`config.mk`:
```
export PLATFORM = sky130hd
export DESIGN_NAME = countdown_timer
export DESIGN_NICKNAME = d
export VERILOG_FILES = /design/src/rtl/countdown_timer_pkg.sv /design/src/rtl/countdown_timer_tick_div.sv /design/src/rtl/countdown_timer.sv
export SDC_FILE = /design/constraint.sdc
export NUM_CORES = 1
export LEC_CHECK = 0
export ABC_AREA = 1
export ABC_CLOCK_PERIOD_IN_PS = 3960
export CORE_UTILIZATION = 32
export CTS_CLUSTER_DIAMETER = 80
export CTS_CLUSTER_SIZE = 28
export DETAILED_ROUTE_END_ITERATION = 10
export DONT_BUFFER_PORTS = 1
export PLACE_DENSITY_LB_ADDON = 0.25
export SLEW_MARGIN = 20
export SYNTH_ARGS = -nofsm -noshare
export SYNTH_HDL_FRONTEND = slang
export SYNTH_SLANG_ARGS = --single-unit
```
`constraint.sdc`:
```
create_clock -name clk -period 3.96 [get_ports clk]
set_input_delay 0.396 -clock clk [delete_from_list [all_inputs] [get_ports clk]]
set_output_delay 0.396 -clock clk [all_outputs]
set_load 0.02 [all_outputs]
```
`src/rtl/countdown_timer_pkg.sv`:
```
// Shared types and defaults for the countdown timer.
package countdown_timer_pkg;

  typedef enum logic [1:0] {
    IDLE    = 2'd0,
    RUN     = 2'd1,
    EXPIRED = 2'd2
  } state_t;

  localparam int DEF_WIDTH    = 8;
  localparam int DEF_PRESCALE = 4;

endpackage

```
`src/rtl/countdown_timer_tick_div.sv`:
```
// Prescaler: counts enabled cycles 0..PRESCALE-1 and emits a one-cycle tick on the wrap.
// Combinational tick from registered phase; clr returns the phase to 0 and wins over en.
module tick_div #(
  parameter int PRESCALE = countdown_timer_pkg::DEF_PRESCALE
) (
  input  logic clk,
  input  logic rst_n,
  input  logic en,
  input  logic clr,
  output logic tick
);

  localparam int CW = (PRESCALE > 1) ? $clog2(PRESCALE) : 1;
  localparam logic [CW-1:0] LAST = CW'(PRESCALE - 1);

  logic [CW-1:0] cnt_q, cnt_d;

  assign tick = en && (cnt_q == LAST);

  always_comb begin
    cnt_d = cnt_q;
    if (clr) begin
      cnt_d = '0;
    end else if (en) begin
      cnt_d = (cnt_q == LAST) ? '0 : cnt_q + CW'(1);
    end
  end

  always_ff @(posedge clk or negedge rst_n) begin
    if (!rst_n) begin
      cnt_q <= '0;
    end else begin
      cnt_q <= cnt_d;
    end
  end

endmodule

```
`src/rtl/countdown_timer.sv`:
```
// Loadable one-shot/periodic down counter with registered count and one-cycle tc pulse.
// Optional enable prescaler built only when COUNTDOWN_TIMER_PRESCALE_EN is defined.
module countdown_timer
  import countdown_timer_pkg::*;
#(
  parameter int WIDTH    = DEF_WIDTH,
  parameter int PRESCALE = DEF_PRESCALE
) (
  input  logic             clk,
  input  logic             rst_n,
  input  logic             en,
  input  logic             load,
  input  logic [WIDTH-1:0] load_val,
  input  logic             auto_reload,
  output logic [WIDTH-1:0] count,
  output logic             tc,
  output logic             busy,
  output logic             done
);

  state_t           state_q;
  logic [WIDTH-1:0] count_q;
  logic [WIDTH-1:0] reload_q;
  logic             tc_q;
  logic             tick;

`ifdef COUNTDOWN_TIMER_PRESCALE_EN
  // Prescaler phase only advances while running so idle/expired time never skews it.
  tick_div #(
    .PRESCALE(PRESCALE)
  ) u_tick_div (
    .clk  (clk),
    .rst_n(rst_n),
    .en   (en && (state_q == RUN)),
    .clr  (load),
    .tick (tick)
  );
`else
  localparam int prescale_unused = PRESCALE;
  assign tick = en;
`endif

  always_ff @(posedge clk or negedge rst_n) begin
    if (!rst_n) begin
      state_q  <= IDLE;
      count_q  <= '0;
      reload_q <= '0;
      tc_q     <= 1'b0;
    end else begin
      tc_q <= 1'b0;
      if (load) begin
        count_q  <= load_val;
        reload_q <= load_val;
        state_q  <= (load_val != '0) ? RUN : IDLE;
      end else if ((state_q == RUN) && tick) begin
        if (count_q > WIDTH'(1)) begin
          count_q <= count_q - WIDTH'(1);
        end else if (count_q == WIDTH'(1)) begin
          tc_q <= 1'b1;
          if (auto_reload) begin
            count_q <= reload_q;
          end else begin
            count_q <= '0;
            state_q <= EXPIRED;
          end
        end
      end
    end
  end

  assign count = count_q;
  assign tc    = tc_q;
  assign busy  = (state_q == RUN);
  assign done  = (state_q == EXPIRED);

endmodule

```
## Yosys cells after proc, flatten, opt, wreduce, memory -nomap -nowiden

Cells that the tools add are included.

- Multiplexer cells: 15
- Add/sub/neg operators: 1
- Order comparisons: 1
- Reduce and logical (&&, ||, !) cells: 7
- Equality and inequality tests: 5

Operators with widths:

| kind | count |
|---|---|
| $mux W8 | 5 |
| $mux W2 | 5 |
| $eq A8 B1 Y1 const B | 1 |
| $gt A8 B1 Y1 const B | 1 |
| $reduce_bool A8 Y1 | 1 |
| $sub A8 B1 Y8 const B | 1 |
| $mux W1 | 5 |
| $ne A2 B2 Y1 const B | 2 |
| $reduce_and A4 Y1 | 1 |
| $reduce_bool A2 Y1 | 2 |
| $reduce_bool A3 Y1 | 1 |
| $eq A2 B1 Y1 const B | 1 |
| $eq A2 B2 Y1 const B | 1 |
| $reduce_and A2 Y1 | 1 |
| $logic_and A1 B1 Y1 | 1 |

- Output and inout port bits: 11
- Word-level logic and storage cells: 33
- Bits in registers: 19

## Longest topological paths before layout

Gate-level depths: netlist (run 1).

- Depth in word-level cells: 5
- Gate-level depth with buffers: 10
- Mapped depth without buffers: 10

## Least setup slack after synthesis (run 1)

OpenSTA, ideal clock, no wires.

- Path type: register -> register
- Start: register count_q[0] (netlist: count[0])
- End: register count_q[5] (netlist: count[5])
- Stages on the path, launching flop included: 10
- Arrival: 1.528 ns
- Required time: 3.895 ns
- Period minus slack after synthesis: 1.594 ns
- Slack: 2.366 ns
- Library setup time: 0.065 ns
- Path through: dfrtp_1 -> inv_1 -> ha_1 -> o21ai_2 -> nor2_8 -> nor2_2 -> nand2_1 -> nand3_1 -> nand2_1 -> nand2_1

- Longest elaborated chain between the ends: 4
- Elaborated cells on any way between the ends: 8
- Those cells by class: 1 x add/sub; 1 x order compare; 1 x eq/ne; 3 x mux; 2 x reduce/logical

RTL lines:

| element | line | RTL |
|---|---|---|
| start: declaration | countdown_timer.sv:22 | `logic [WIDTH-1:0] count_q;` |
| start signal: assignment | countdown_timer.sv:52 | `count_q <= load_val;` |
| start signal: assignment | countdown_timer.sv:57 | `count_q <= count_q - WIDTH'(1);` |
| start signal: assignment | countdown_timer.sv:61 | `count_q <= reload_q;` |
| $sub A8 B1 Y8 / $gt A8 B1 Y1 (equally long branches) | countdown_timer.sv:57, countdown_timer.sv:56 |  |
| $mux W8 | countdown_timer.sv:56 | `if (count_q > WIDTH'(1)) begin` |
| $mux W8 | countdown_timer.sv:55 | `end else if ((state_q == RUN) && tick) begin` |
| $mux W8 | countdown_timer.sv:51 | `if (load) begin` |

Parallel ways exist; a longest one is shown, timed or not. The select of a mux whose other input is x is not followed.
A chain may end at the register's enable or synchronous reset.

## Worst setup path after layout (run 1)

- Start: register count_q[0] (netlist: count[0])
- End: register count_q[3] (netlist: count[3])

Same word-level chain as after synthesis.

==> flow_summary_export.csv, run 1 <==
group,metric,value,unit
global_routing,grt_use_met2,0.254,
clock_tree,postCtsSetupBuffers,0,
routing,drtAntennaViolNets,0,
routing,routed_wl,2.68,mm
global_routing,gr-usage-met1,0.198,
routing,num_vias,1022,
floorplan,die_area,0.00397,mm²
power,p_leak,0.678,nW
critical_path,cp_max_fo,9,
placement,place.gp.congestion,0.915,
timing,skew,0.929,ps
layout,drive_above_1_share,0.0877,
logic_synthesis,ys_warn_count,0,
layout,n_antenna_cell,0,
power,peakVddDrop,0.000244,V
critical_path,crit_slowest_cell,"dfrtp_1",
power,power.internal,0.398,mW
global_routing,grt_overflow_total,0,
critical_path,path_class,"register to register",
clock_tree,numCtsBuffers,3,
logic_synthesis,syn-instance-count,170,
global_routing,grt_pass1_vias,1042,
clock_tree,cts_resized,0,
timing,slew-limit-headroom,0.404,
clock_tree,clk_pin_slew,80,ps
timing,max_freq,0.557,GHz
timing,tightest_slew,892,ps
layout,mostFrequentLayoutCells,"74 x nand2_1, 19 x dfrtp_1, 18 x nand3_1",
floorplan,coreArea,0.00344,mm²
layout,finalNetCount,187,
floorplan,die_w,63.0,µm
floorplan,start_util,0.346,
clock_tree,cts_tree,"yes",
clock_tree,cts.sinks,19,
critical_path,arrival,2000,ps
global_routing,antenna_found_initial,0,
critical_path,cp_cell_sequence,"inv_1, ha_1, o21ai_2, nor2_8, nor2_2, nand2_1, nand3_1, nand2_1, nand2_1",
logic_synthesis,yosysUniqueCellTypes,25,
timing,slew_viol_final,0,
critical_path,end_kind,"register",
floorplan,rows,21,
logic_synthesis,netlist_area,0.00119,mm²
power,p_seq_frac,0.442,
run_status,status,"finished, final reports clean",
layout,synthToLayoutAreaGrowth,8.08,%
run,maxCapViolCount,0,
layout,n_fill_cell,366,
clock_tree,htree_levels,1,
routing,first_iter_violations,29,
global_routing,track_usage,0.153,
timing,final_hold_viol_count,0,
timing,tns,0,ps
global_routing,grt_first_pass_wirelength,4.79,mm
critical_path,start_kind,"register",
power,swShare,0.462,
layout,final_common_cell,"nand2_1",
timing,rsz0062_at_grt,"no",
timing,final-setup-viol-count,0,
critical_path,cpPeakStageDelay,520,ps
routing,drt-pass1-iter-count,4,
clock_tree,cts_root_buf,"clkbuf_8",
global_routing,use_met3,0.0274,
min_path,hold_class,"primary input to register",
global_routing,grt_busiest_layer,"met2",
power,p_comb_frac,0.366,
placement,dpl.hpwl,2.14,mm
timing,period_share,0.454,
power,powerDensity,573,mW/mm²
clock_tree,clockBufferDepth,2,
power,total_power,0.739,mW
critical_path,crit_family,"flip-flops",
logic_synthesis,ys_seq_elements,19,
routing,wl_per_cell,12.4,µm
clock_tree,clk_latency,260,ps
floorplan,boundaryPins,24,
power,p_switching,0.341,mW
logic_synthesis,yosysSeqAreaShare,0.399,
logic_synthesis,syn_avg_cell_area,7.01,µm²
routing,via_per_inst,4.71,
critical_path,crit_buf_inv,1,
placement,port_buffers,0,
routing,drc,0,
timing,fin_crit,1800,ps
logic_synthesis,syn_nets,185,
critical_path,cp.required,4170,ps
global_routing,grt_max_degree,21,
power,pwr-share-clk,0.192,
critical_path,cpMostUsedCell,"nand2_1",
floorplan,die_h,63.0,µm
-- power groups by stage --
stage / registers, mW / logic, mW / clock network [mW]
6_report: 0.327 / 0.270 / 0.142
3_5_place_dp: 0.332 / 0.268 / 0
2_1_floorplan: 0.317 / 0.227 / 0
3_3_place_gp: 0.331 / 0.266 / 0
5_1_grt: 0.335 / 0.311 / 0.153
4_1_cts: 0.328 / 0.273 / 0.143
-- kinds of logic (layout without fill, tap and decap cells) --
logic type      count (synthesis)  count (layout)  synth area share
xor+xnor                        3               3            0.0220
fa+ha+maj                       2               2            0.0210
compound gates                  8               8            0.0388
simple gates                  117             117             0.449
flops                          19              19             0.399
buf+inv                        21              22            0.0703
-- what timing repair did --
item	in CTS	in global routing
hold buffers	1	0
endpoints found under the hold margin	19	0
endpoints found under the setup margin	0	0
-- layer usage --
layer,part of all wire,vias up,wire length (µm)
li1,-,529,-
met1,0.48,471,1280
met2,0.47,17,1260
met3,0.037,5,98
met4,0.016,0,42
met5,0,-,0
-- worst paths after layout --
path	end	slack, ps	start	cells after the start
max reg2reg	count[3]	2160	count[0]	9
min reg2reg	reload_q[7]	480	reload_q[7]	2
min	state_q[1]	190	load	1
min in group asynchronous	reload_q[6]	700	rst_n	1
max in group asynchronous	count[3]	2720	rst_n	1
max	count[3]	2160	count[0]	9
-- state kept, by name, indices dropped and copies added, names as in the netlist --
register  cells
tc            1
count         8
reload_q      8
state_q       2
-- cell type report --
type | instances | area [µm²] | area share
clock buffers | 3 | 41.3 | 0.0320
clock inverters | 1 | 5.00 | 0.00388
inverters | 17 | 66.3 | 0.0515
multi-input cells | 130 | 633 | 0.491
flip-flops and latches | 19 | 475 | 0.369
well taps | 46 | 57.6 | 0.0447
repair buffers | 1 | 10.0 | 0.00777
-- synthesized netlist by cell type --
master / number / area [µm²]
inv_1: 14 / 52.6
nor2_2: 2 / 12.5
nand2_4: 2 / 22.5
nand4_1: 1 / 6.26
ha_1: 2 / 25.0
inv_2: 1 / 3.75
nor4_1: 2 / 12.5
clkinv_1: 1 / 3.75
a21boi_0: 1 / 7.51
nor2_8: 1 / 20.0
clkbuf_1: 2 / 7.51
nor2_1: 13 / 48.8
a21oi_1: 1 / 5.00
xnor2_1: 1 / 8.76
inv_4: 1 / 6.26
nor3_1: 1 / 5.00
o21ai_2: 1 / 8.76
nand2_1: 74 / 278
nor2_4: 2 / 22.5
xor2_1: 2 / 17.5
nand3_1: 18 / 90.1
o21ai_0: 5 / 25.0
dfrtp_1: 19 / 475
buf_2: 2 / 10.0
nand3_4: 1 / 17.5
-- per-stage QoR --
stage | area, µm² | cells | worst slack, ps | hold slack [ps] | utilization
final | 1290 | 217 | 2160 | 185 | 0.374
after detailed placement | 1230 | 212 | 2160 | 101 | 0.358
after floorplan | 1190 | 170 | 2370 | 100 | -
after CTS | 1290 | 217 | 2150 | 186 | 0.374
after global routing | 1290 | 217 | 2010 | 177 | 0.374
after global placement | 1230 | 212 | 2240 | 101 | 0.358
(Power assumes the default switching activity.)
==> run 2, diff against run 1 <==
--- a/config.mk
+++ b/config.mk
@@ -6,7 +6,7 @@
 export NUM_CORES = 1
 export LEC_CHECK = 0
 export ABC_AREA = 1
-export ABC_CLOCK_PERIOD_IN_PS = 3960
+export ABC_CLOCK_PERIOD_IN_PS = 1700
 export CORE_UTILIZATION = 32
 export CTS_CLUSTER_DIAMETER = 80
 export CTS_CLUSTER_SIZE = 28
==> constraint.sdc (replaced) <==
create_clock -name clk -period 1.7 [get_ports clk]
set_input_delay 0.17 -clock clk [delete_from_list [all_inputs] [get_ports clk]]
set_output_delay 0.17 -clock clk [all_outputs]
set_load 0.02 [all_outputs]
==> flow_summary_export.csv, run 2 (synthesis results as in run 1) <==
group,metric,value,unit
min_path,hold_class,"primary input to register",
global_routing,grt_overflow_total,0,
power,peakVddDrop,0.000331,V
floorplan,coreArea,0.00344,mm²
timing,skew,6.16,ps
critical_path,start_kind,"register",
layout,n_antenna_cell,0,
routing,first_iter_violations,19,
routing,drt-pass1-iter-count,4,
critical_path,path_class,"register to register",
routing,via_per_inst,4.78,
critical_path,crit_slowest_cell,"dfrtp_1",
clock_tree,clockBufferDepth,2,
global_routing,grt_max_degree,20,
floorplan,boundaryPins,24,
clock_tree,cts_root_buf,"clkbuf_8",
routing,wl_per_cell,12.6,µm
clock_tree,numCtsBuffers,3,
layout,drive_above_1_share,0.147,
critical_path,arrival,1730,ps
critical_path,cp_max_fo,8,
power,swShare,0.444,
floorplan,die_h,63.0,µm
critical_path,cp_cell_sequence,"inv_1, ha_2, o21ai_2, nor2_8, nand3_4, nand2_4, inv_4, nand2_1, nand2_1",
power,pwr-share-clk,0.180,
critical_path,cpMostUsedCell,"nand2_1",
power,p_switching,0.835,mW
critical_path,r2r_start,"count[0]",
placement,place.gp.congestion,0.881,
layout,finalNetCount,200,
placement,port_buffers,0,
global_routing,grt_busiest_layer,"met2",
layout,stdcell_count,230,
critical_path,crit_family,"simple AND/OR/NAND/NOR gates",
run_status,status,"finished, final reports clean",
timing,period_share,0.918,
placement,placed_cells,222,
clock_tree,htree_levels,1,
timing,tightest_slew,897,ps
floorplan,rows,21,
clock_tree,cts.sinks,19,
global_routing,antenna_found_initial,0,
floorplan,die_w,63.0,µm
routing,drc,0,
timing,final_hold_viol_count,0,
critical_path,reg2regPathDepth,9,
min_path,whs_endpoint,"reload_q[5]",
timing,final-setup-viol-count,0,
critical_path,cp.required,1860,ps
critical_path,cpPeakStageDelay,400,ps
critical_path,end_kind,"register",
power,p_leak,0.740,nW
power,total_power,1.88,mW
run,maxCapViolCount,0,
power,power.internal,1.05,mW
global_routing,grt_first_pass_wirelength,5.04,mm
power,powerDensity,1350,mW/mm²
floorplan,die_area,0.00397,mm²
clock_tree,clk_latency,270,ps
layout,final_util,0.405,
layout,synthToLayoutAreaGrowth,17.0,%
routing,drtAntennaViolNets,0,
critical_path,regToRegEndpoint,"count[4]",
global_routing,grt_use_met2,0.284,
routing,num_vias,1100,
timing,max_freq,0.640,GHz
layout,final_common_cell,"nand2_1",
power,p_comb_frac,0.487,
global_routing,gr-usage-met1,0.193,
routing,routed_wl,2.90,mm
min_path,hp-start,"load",
global_routing,use_met3,0.0401,
min_path,hold_path_depth,1,
timing,slew_viol_final,0,
clock_tree,cts_tree,"yes",
timing,fin_crit,1560,ps
critical_path,crit_buf_inv,2,
critical_path,r2r_setup_slack,140,ps
timing,slew-limit-headroom,0.400,
layout,mostFrequentLayoutCells,"74 x nand2_1, 19 x dfrtp_1, 18 x nand3_1",
global_routing,track_usage,0.165,
global_routing,grt_pass1_vias,1103,
clock_tree,clk_pin_slew,80,ps
power,p_seq_frac,0.334,
timing,tns,0,ps
floorplan,start_util,0.346,
placement,dpl.hpwl,2.22,mm
## run 2: worst max path at each step
stage / endpoint / start / cells past startpoint
finish: count[4] / count[0] / 9
global route: count[4] / count[0] / 9
CTS: count[3] / count[0] / 9
detailed placement: count[3] / count[0] / 9
global placement: count[3] / count[0] / 9
floorplan: count[5] / count[0] / 9
## run 2: final cells by class
| cell class | instances | area [µm²] |
|---|---|---|
| fillers | 376 | 2050 |
| multi-input cells | 130 | 641 |
| clock buffers | 4 | 45.0 |
| repair buffers | 14 | 110 |
| well taps | 46 | 57.6 |
| inverters | 17 | 66.3 |
| flip-flops and latches | 19 | 475 |
## run 2: repair_timing
item,in CTS,in global routing
endpoints found under the setup margin,0,2
resized for setup,0,2
hold buffers,2,0
hold endpoints to repair,21,0
setup buffers,0,2
## run 2: stage by stage
step                      worst slack (ps)  area, µm²  hold WS (ps)
after floorplan                        106       1190          -126
after global routing                -0.395       1400          16.9
after CTS                             79.0       1370          15.7
after detailed placement              96.8       1310          -125
final                                  139       1400          12.3
after global placement                 145       1310          -125
## run 2: power groups by stage
| stage | Clock (mW) | Sequential, mW | Combinational [mW] |
|---|---|---|---|
| after floorplan | 0 | 0.738 | 0.529 |
| after global placement | 0 | 0.633 | 0.886 |
| after detailed placement | 0 | 0.639 | 0.886 |
| after CTS | 0.340 | 0.630 | 0.903 |
| after global routing | 0.357 | 0.644 | 1.03 |
| final | 0.338 | 0.628 | 0.916 |
## run 2: layer usage
layer	part of all wire	up-vias
li1	-	560
met1	0.45	512
met2	0.48	23
met3	0.057	5
met4	0.018	0
met5	0	-
